`config.mk`:
```
export PLATFORM = sky130hd
export DESIGN_NAME = ifetch_responder
export DESIGN_NICKNAME = d
export VERILOG_FILES = /design/src/rtl/ifetch_responder.sv
export SDC_FILE = /design/constraint.sdc
export NUM_CORES = 1
export LEC_CHECK = 0
export CORE_MARGIN = 3
export CORE_UTILIZATION = 36
export DETAILED_ROUTE_END_ITERATION = 10
export GPL_TIMING_DRIVEN = 0
export PLACE_DENSITY = 0.75
export SKIP_CTS_REPAIR_TIMING = 1
export SLEW_MARGIN = 15
export SYNTH_ARGS = -nofsm -noshare
export SYNTH_HDL_FRONTEND = slang
export SYNTH_SLANG_ARGS = --single-unit
```
`constraint.sdc`:
```
create_clock -name clk -period 1.7 [get_ports clk]
set_input_delay 0.17 -clock clk [delete_from_list [all_inputs] [get_ports clk]]
set_output_delay 0.17 -clock clk [all_outputs]
set_load 0.005 [all_outputs]
```
`src/rtl/ifetch_responder.sv`:
```
// Instruction-fetch responder: IDLE -> READ -> DONE per fetch, timeout abort, misalign error.
// Optional one-entry hit bypass enabled by defining IFETCH_HIT_BYPASS_EN.
module ifetch_responder #(
   parameter int unsigned TIMEOUT_CYCLES = 255,
   parameter logic [31:0] NOP_INSTR      = 32'h00000013
) (
   input  logic        clk,
   input  logic        nRST,
   input  logic [31:0] PCaddr,
   output logic        iready,
   output logic [31:0] instruction,
   output logic        fetch_err,
   output logic        mem_read,
   output logic [31:0] mem_addr,
   input  logic [31:0] mem_rdata,
   input  logic        mem_busy,
   output logic [1:0]  dbg_state
);

   // Memory handshake: mem_read/mem_addr are held for the whole READ state;
   // the beat completes on any rising edge in READ where mem_busy is low,
   // and mem_rdata is only sampled on that edge.

   localparam int CLOG_W = $clog2(TIMEOUT_CYCLES + 1);
   localparam int CNT_W  = (CLOG_W > 8) ? CLOG_W : 8;
   localparam logic [CNT_W-1:0] CNT_LAST = CNT_W'(TIMEOUT_CYCLES - 1);

   typedef enum logic [1:0] {
      IDLE = 2'd0,
      READ = 2'd1,
      DONE = 2'd2
   } state_t;

   state_t            state_q, state_d;
   logic [31:0]       addr_q, addr_d;
   logic [31:0]       instr_q, instr_d;
   logic              err_q, err_d;
   logic [CNT_W-1:0]  wait_q, wait_d;
   logic              misaligned;
   logic              cnt_expired;
   logic              tag_hit;

   assign misaligned  = (PCaddr[1:0] != 2'b00);
   assign cnt_expired = (wait_q == CNT_LAST);

`ifdef IFETCH_HIT_BYPASS_EN
   logic [31:0] tag_q;
   logic        tag_vld_q;

   assign tag_hit = tag_vld_q && (PCaddr == tag_q);

   // Tag tracks the last address whose data actually came from memory.
   always_ff @(posedge clk or negedge nRST) begin
      if (!nRST) begin
         tag_q     <= '0;
         tag_vld_q <= 1'b0;
      end else if (state_q == READ && !mem_busy) begin
         tag_q     <= addr_q;
         tag_vld_q <= 1'b1;
      end else if ((state_q == IDLE && misaligned) ||
                   (state_q == READ && mem_busy && cnt_expired)) begin
         tag_vld_q <= 1'b0;
      end
   end
`else
   assign tag_hit = 1'b0;
`endif

   always_ff @(posedge clk or negedge nRST) begin
      if (!nRST) begin
         state_q <= IDLE;
         addr_q  <= '0;
         instr_q <= NOP_INSTR;
         err_q   <= 1'b0;
         wait_q  <= '0;
      end else begin
         state_q <= state_d;
         addr_q  <= addr_d;
         instr_q <= instr_d;
         err_q   <= err_d;
         wait_q  <= wait_d;
      end
   end

   always_comb begin
      state_d = state_q;
      addr_d  = addr_q;
      instr_d = instr_q;
      err_d   = err_q;
      wait_d  = wait_q;
      case (state_q)
         IDLE: begin
            addr_d = PCaddr;
            wait_d = '0;
            err_d  = 1'b0;
            if (misaligned) begin
               instr_d = NOP_INSTR;
               err_d   = 1'b1;
               state_d = DONE;
            end else if (tag_hit) begin
               state_d = DONE;
            end else begin
               state_d = READ;
            end
         end
         READ: begin
            // Data arriving on the last allowed cycle beats the timeout.
            if (!mem_busy) begin
               instr_d = mem_rdata;
               state_d = DONE;
            end else if (cnt_expired) begin
               instr_d = NOP_INSTR;
               err_d   = 1'b1;
               state_d = DONE;
            end else begin
               wait_d = wait_q + 1'b1;
            end
         end
         DONE: begin
            state_d = IDLE;
         end
         default: begin
            state_d = IDLE;
         end
      endcase
   end

   assign mem_read    = (state_q == READ);
   assign mem_addr    = addr_q;
   assign iready      = (state_q == DONE);
   assign fetch_err   = (state_q == DONE) && err_q;
   assign instruction = instr_q;
   assign dbg_state   = state_q;

endmodule

```
==> Word-level counts from Yosys, hierarchy flattened <==
Cells that the tools add are included.
{ "totals": {"regBits": 75, "input_bits": 67, "elab_cells": 36} }
{ "op_classes": {"addsub": 1, "reduce_logical": 7, "n_mux": 15, "n_eq_ne": 8} }
{ "ops": {"columns": ["op", "count"], "rows": [
  ["2-to-1 mux 32 bit", 3],
  ["case mux 32 bit (2 select lines)", 1],
  ["2-to-1 mux 8 bit", 2],
  ["case mux 8 bit (2 select lines)", 1],
  ["AND reduction 3 bit", 3],
  ["adder 8 x 1 -> 8 bit, second input constant", 1],
  ["== test 8 bit, second input constant", 1],
  ["2-to-1 mux 2 bit", 3],
  ["!= test 2 x 1 -> 1 bit, second input constant", 2],
  ["!= test 2 bit, second input constant", 2],
  ["case mux 2 bit (2 select lines)", 1],
  ["nonzero test 2 bit", 2],
  ["2-to-1 mux 1 bit", 3],
  ["!= test 3 x 2 -> 1 bit, second input constant", 1],
  ["== test 2 x 1 -> 1 bit, second input constant", 1],
  ["== test 2 bit, second input constant", 1],
  ["logical NOT 2 bit", 1],
  ["case mux 1 bit (2 select lines)", 1],
  ["logical AND 1 bit", 1]
]} }

==> Logic depth before layout (Yosys ltp) <==
Gate-level depths: netlist of the first run.
{ "logic_depth": {"word_depth": 4, "depth_mapped": 8} }

==> Worst setup path before layout of the first run <==
No wires, ideal clock.
{ "synth_path": {"path_kind": "reg2reg", "startpoint": "reg wait_q[0]", "endpoint": "reg instr_q[20], in the netlist instruction[20]", "path_slack_ps": 73, "t_arrival_ps": 1506, "path_stages_with_launch": 8, "setup_ps": 121, "path_cell_list": "dfrtp_1 inv_1 ha_1 nand4_2 o21a_1 a21o_1 buf_6 a22o_1"} }
{ "synth_via": {"elab_chain_cells": 3} }
{ "synth_rtl": {"columns": ["element", "line", "text"], "rows": [
  ["start, declared", "38", "logic [CNT_W-1:0] wait_q, wait_d;"],
  ["start signal, assigned", "81", "wait_q <= wait_d;"],
  ["== test 8 bit", "44", "assign cnt_expired = (wait_q == CNT_LAST);"],
  ["!= test 3 x 2 -> 1 bit (no line)", null, null],
  ["AND reduction 3 bit (no line)", null, null],
  ["end signal, assigned", "79", "instr_q <= instr_d;"],
  ["end, declared", "36", "logic [31:0] instr_q, instr_d;"]
]} }
No other way between the ends.
A chain may end at the register's enable or synchronous reset.

==> Worst setup path after layout of the first run <==
{ "layout_path": {"startpoint": "reg wait_q[0]", "endpoint": "reg instr_q[14], in the netlist instruction[14]"} }
The elaborated chain is that of the path after synthesis.

==> flow_summary.yaml, run 1 <==
outcome:
  status: "completed"
sta:
  hold_viol_final: 0
  worst_clock_skew_ns: 0.01232
  setup_viol: 0
  layout_setup_ws_ns: 0.01012
  rsz0062_at_grt: "true"
  finalCritPeriodShare_pct: 99.40
  setup_tns_ns: 0
  relSlewSlack_pct: 70.90
  final_max_slew_viol_count: 0
  worst_pin_slew_ns: 0.4365
  whs_ns: 0.3018
  fin_crit_ns: 1.690
  max_clock_freq_mhz: 591.8
power:
  power.switching_uw: 1779
  power_leakage_uw: 0.002134
  p_per_area_mw_per_mm2: 1271
  total_power_uw: 6205
  pwr-share-seq_pct: 40.6
  p_comb_share_pct: 39.0
  sw_frac_of_total_pct: 28.67
  p_int_uw: 4426
  ir_drop_mv: 0.5945
  clockPowerShare_pct: 20.4
detailed_routing:
  wl_per_cell_um: 16.10
  vias: 2342
  drt-pass1-iter-count: 4
  drt_wl_total_mm: 7.712
  drt-initial-drc-count: 75
  vias_per_cell: 4.889
  ant_nets: 0
  drc: 0
final_layout:
  drive_above_1_share_pct: 25.46
  stdcell_count: 479
  nFillCells: 650
  final_nets: 441
  antenna_cells: 0
  syn2layout_area_growth_pct: 65.16
synthesis:
  yosys_warnings: 0
  yosysTopAreaCellShare_pct: 60.97
  syn-num-nets: 276
  synthAdderAreaFrac_pct: 0.8467
  yosysTopAreaCell: "dfrtp_1"
  synth_edf_count: 0
  syn-cell-area_mm2: 0.002955
  synthCells: 207
  synth_common_cells: "dfrtp_1, mux2_2, a22o_1, inv_1, buf_2"
  synthSimpleGateAreaFrac_pct: 4.953
  synth.most_common_cell: "dfrtp_1"
  yosys-top-cells-area: "dfrtp_1, mux2_2, a22o_1, dfstp_2, buf_6"
  syn_avg_cell_area_um2: 14.28
  synth_xor_area_share_pct: 0
  synthMuxAreaShare_pct: 12.53
  synth_compound_area_share_pct: 14.39
  synthArstFlopShare_pct: 100.0
  ys_ff_latch: 75
  yosysUniqueCellTypes: 39
  synth_top_family_by_area: "compound AO/OA/AOI/OAI gates"
  synth-main-ff-cell: "dfrtp_1"
  seq_area_frac_synth_pct: 63.63
critical_path:
  cpMaxStageDelayCell: "dfrtp_2"
  r2r_start: "wait_q[0]$_DFFE_PN0P_"
  startpoint_type: "flip-flop"
  cp_top_family: "compound AO/OA/AOI/OAI gates"
  crit_arrival_ns: 1.92
  slowest_delay_ns: 0.43
  crit_chain: "inv_2 -> ha_4 -> nand4_4 -> o21a_1 -> a21o_4 -> buf_8 -> a22o_1"
  worstPathRequired_ns: 1.93
  crit_buf_inv: 2
  cp_max_fo: 10
  crit_path_end_kind: "flip-flop"
  worstSetupPathType: "reg2reg"
  crit_start: "wait_q[0]$_DFFE_PN0P_"
  r2r_slack_ns: 0.01
grt:
  grt_usage_pct: 16.32
  grt_pass1_wl_mm: 12.47
  use_met3_pct: 5.479
  gr-usage-met2_pct: 25.00
  grt_max_degree: 45
  antenna_found_initial: 0
  met1_usage_pct: 21.41
  grt_busiest_layer: "met2"
  grt_pass1_vias: 2505
  grt_overflow: 0
cts:
  path_clk_slew_ns: 0.08
  cts_tree: "built"
  clock_sinks: 75
  clockBufferDepth: 2
  clk_latency_ns: 0.35
  cts-root-buf: "clkbuf_8"
  cts_max_level: 3
  cts-buffers-inserted: 9
floorplanning:
  die_area_mm2: 0.009333
  dieWidth_um: 96.61
  core_mm2: 0.007848
  die_y_um: 96.61
  ioPinCount: 136
  rows: 32
  start_util_pct: 37.66
placed_design:
  placement.io_buffers: 135
  dp_cells: 445
  finalWeightedCongestion: 0.7224
  pre_cts_slack_ns: -0.09603
  hpwl_mm: 5.461
job:
  drv_cap: 0
worst_hold_path:
  hold_class: "in2async"
==> worst reg2reg max path: stages, from the launching register on <==
cell     delay (ns)
dfrtp_2        0.43
inv_2          0.07
ha_4           0.14
nand4_4        0.10
o21a_1         0.25
a21o_4         0.26
buf_8          0.15
a22o_1         0.18
==> registers in the layout, indices dropped and copies added (netlist names) <==
| register | count |
|---|---|
| mem_addr | 32 |
| wait_q | 8 |
| instruction | 32 |
| dbg_state | 2 |
| err_q | 1 |
==> per-layer routing <==
metal	vias up	wire length (µm)
met5	-	0
met4	0	130
met3	11	547
met2	97	3755
met1	1139	3279
li1	1095	-
==> power by group through the flow <==
stage               clock network, µW  logic [µW]  registers (µW)
CTS                              1320        2240            2510
global route                     1410        2600            2580
finish                           1270        2420            2520
global placement                    0        2170            2530
floorplan                           0         825            2560
detailed placement                  0        2230            2540
==> cell usage in the layout (no fill, tap or decap), types with 3 or more instances in the layout <==
cell type,n
clkdlybuf4s50_1,130
o22a_1,3
clkbuf_4,3
dfrtp_2,3
mux2_2,32
o221ai_1,3
buf_6,5
a21oi_1,4
dfstp_2,3
buf_4,15
clkbuf_8,9
dlymetal6s2s_1,4
nand4_1,3
clkinvlp_4,3
inv_4,3
dfrtp_1,69
inv_1,6
a22o_1,30
nand2_1,5
==> final timing paths <==
path / end / depth (start not counted)
setup / recovery: instruction[14]$_DFFE_PN0P_ / 7
hold / removal: mem_addr[5]$_DFFE_PN0N_ / 2
setup reg to reg: instruction[14]$_DFFE_PN0P_ / 7
hold reg to reg: instruction[20]$_DFFE_PN0P_ / 1
max in group asynchronous: instruction[4]$_DFFE_PN1P_ / 3
min in group clk: instruction[24]$_DFFE_PN0P_ / 2
==> through the flow <==
stage | util [%] | instance area [µm²]
5_1_grt | 62.20 | 4881
3_3_place_gp | 56.51 | 4434
6_report | 62.20 | 4881
3_5_place_dp | 56.82 | 4459
4_1_cts | 59.17 | 4643
2_1_floorplan | - | 2955
==> area by class of cell <==
cell class,instances,area (µm²),share of cell area [%]
clock buffer,9,123.9,2.538
clock inverter,7,60.06,1.230
multi-input combinational,112,1011,20.71
sequential,75,1884,38.61
inverter,10,45.04,0.9228
tap,102,127.6,2.615
timing repair buffer,155,1555,31.86
buffer,9,73.82,1.512
==> cells by family after synthesis <==
| family | count (synthesis) |
|---|---|
| buffers and inverters | 20 |
| adder cells (fa/ha/maj) | 2 |
| AO/OA/AOI/OAI | 52 |
| multiplexers | 33 |
| AND/OR/NAND/NOR | 25 |
| flip-flops | 75 |
(Power assumes the default switching activity.)
==> inputs of run 2 (changes only) <==
Settings changed: GPL_ROUTABILITY_DRIVEN set to 0.
==> results of run 2 <==
No change in the layout: final DEF, timing and power equal those of run 1.
==> inputs of run 3 (changes only) <==
Settings changed: CTS_BUF_LIST set to sky130_fd_sc_hd__clkbuf_4, SLEW_MARGIN 15 to 10.
==> flow_summary.yaml, run 3 (synthesized netlist as in run 1, its figures left out) <==
placed_design:
  placement.io_buffers: 135
  pre_cts_slack_ns: -0.09603
  hpwl_mm: 5.461
detailed_routing:
  vias_per_cell: 4.909
  ant_nets: 0
  drt-pass1-iter-count: 4
  drt-initial-drc-count: 94
  drc: 0
  drt_wl_total_mm: 7.650
  wl_per_cell_um: 15.90
  vias: 2361
sta:
  worst_clock_skew_ns: 0.02471
  worst_pin_slew_ns: 0.4379
  setup_viol: 2
  relSlewSlack_pct: 70.80
  final_max_slew_viol_count: 0
  fin_crit_ns: 1.702
  whs_ns: 0.2176
  hold_viol_final: 0
  finalCritPeriodShare_pct: 100.1
  max_clock_freq_mhz: 587.6
  rsz0062_at_grt: "true"
  layout_setup_ws_ns: -0.001753
job:
  drv_cap: 0
grt:
  grt_pass1_vias: 2504
  grt_max_degree: 45
  grt_usage_pct: 16.29
  antenna_found_initial: 0
  grt_overflow: 0
  grt_pass1_wl_mm: 12.43
critical_path:
  cp_max_fo: 10
  crit_arrival_ns: 2.00
  crit_path_end_kind: "flip-flop"
  r2r_start: "wait_q[0]$_DFFE_PN0P_"
  crit_start: "wait_q[0]$_DFFE_PN0P_"
  startpoint_type: "flip-flop"
  worstPathRequired_ns: 2.00
  worstSetupPathType: "reg2reg"
floorplanning:
  die_y_um: 96.61
  die_area_mm2: 0.009333
  core_mm2: 0.007848
  dieWidth_um: 96.61
  ioPinCount: 136
  rows: 32
  start_util_pct: 37.66
cts:
  cts-buffers-inserted: 9
  clockBufferDepth: 2
  cts_max_level: 3
  path_clk_slew_ns: 0.15
  clk_latency_ns: 0.42
  clock_sinks: 75
  cts-root-buf: "clkbuf_4"
  cts_tree: "built"
final_layout:
  drive_above_1_share_pct: 25.86
  final_common_cell: "clkdlybuf4s50_1"
  nFillCells: 662
  finalCoreUtilization_pct: 61.58
  final_nets: 443
  antenna_cells: 0
  final_cell_mix: "clkdlybuf4s50_1, dfrtp_1, mux2_2, a22o_1, buf_4"
  syn2layout_area_growth_pct: 63.51
power:
  ir_drop_mv: 0.5895
  power_leakage_uw: 0.002101
  p_per_area_mw_per_mm2: 1230
  total_power_uw: 5944
worst_hold_path:
  hold_class: "in2async"
outcome:
  status: "finished, violations left"
  violations: "setup timing"
## run 3: cell count changes in the layout (fill, tap and decap cells not counted)
| cell | before | now |
|---|---|---|
| clkbuf_4 | 3 | 12 |
| buf_4 | 15 | 18 |
| clkbuf_8 | 9 | 0 |
| dlymetal6s2s_1 | 4 | 6 |
| buf_12 | 1 | 0 |
| clkdlybuf4s50_1 | 130 | 128 |
## run 3: final timing paths
| kind | depth (start not counted) | slack, ns | endpoint |
|---|---|---|---|
| setup reg to reg | 7 | -0.002 | instruction[13]$_DFFE_PN0P_ |
| hold reg to reg | 1 | 0.52 | instruction[26]$_DFFE_PN0P_ |
| setup / recovery | 7 | -0.002 | instruction[13]$_DFFE_PN0P_ |
| hold / removal | 2 | 0.22 | mem_addr[17]$_DFFE_PN0N_ |
| min in group clk | 2 | 0.35 | instruction[24]$_DFFE_PN0P_ |
| max in group asynchronous | 3 | 0.85 | instruction[4]$_DFFE_PN1P_ |
## run 3: power breakdown
part | switching [µW] | total, µW | internal (µW)
Clock | 690 | 1010 | 322
Sequential | 249 | 2500 | 2260
Combinational | 814 | 2430 | 1610
## run 3: layout make-up
class	count	area, µm²	area share, %
plain buffers	10	85.08	1.761
repair buffers	156	1551	32.11
inverters	10	45.04	0.9322
clock inverters	7	60.06	1.243
well taps	102	127.6	2.641
multi-input cells	112	1011	20.92
clock buffers	9	67.56	1.398
flip-flops and latches	75	1884	39.00
## run 3: through the flow
stage	instance area, µm²	std cells	TNS, ns
2_1_floorplan	2955	207	0
3_3_place_gp	4434	444	-160.57
3_5_place_dp	4459	445	-4.563
4_1_cts	4587	461	-6.253
5_1_grt	4832	481	-1.277
6_report	4832	481	-0.002438
## run 3: per-layer routing
| metal | wire, µm | vias to the layer above | GRT usage [%] | part of all wire (%) |
|---|---|---|---|---|
| met5 | 0 | - | 0 | 0 |
| met4 | 89 | 0 | 6.371 | 1.2 |
| met3 | 625 | 10 | 5.552 | 8.2 |
| met2 | 3683 | 107 | 25.05 | 48 |
| met1 | 3252 | 1141 | 21.22 | 43 |
| li1 | - | 1103 | - | - |
## run 3: worst max-delay path: stages, from the launching register on
cell and delay (ns):
dfrtp_2 0.45, inv_2 0.07, ha_4 0.14, nand4_4 0.10, o21a_1 0.26, a21o_4 0.26, buf_8 0.14, a22o_1 0.18
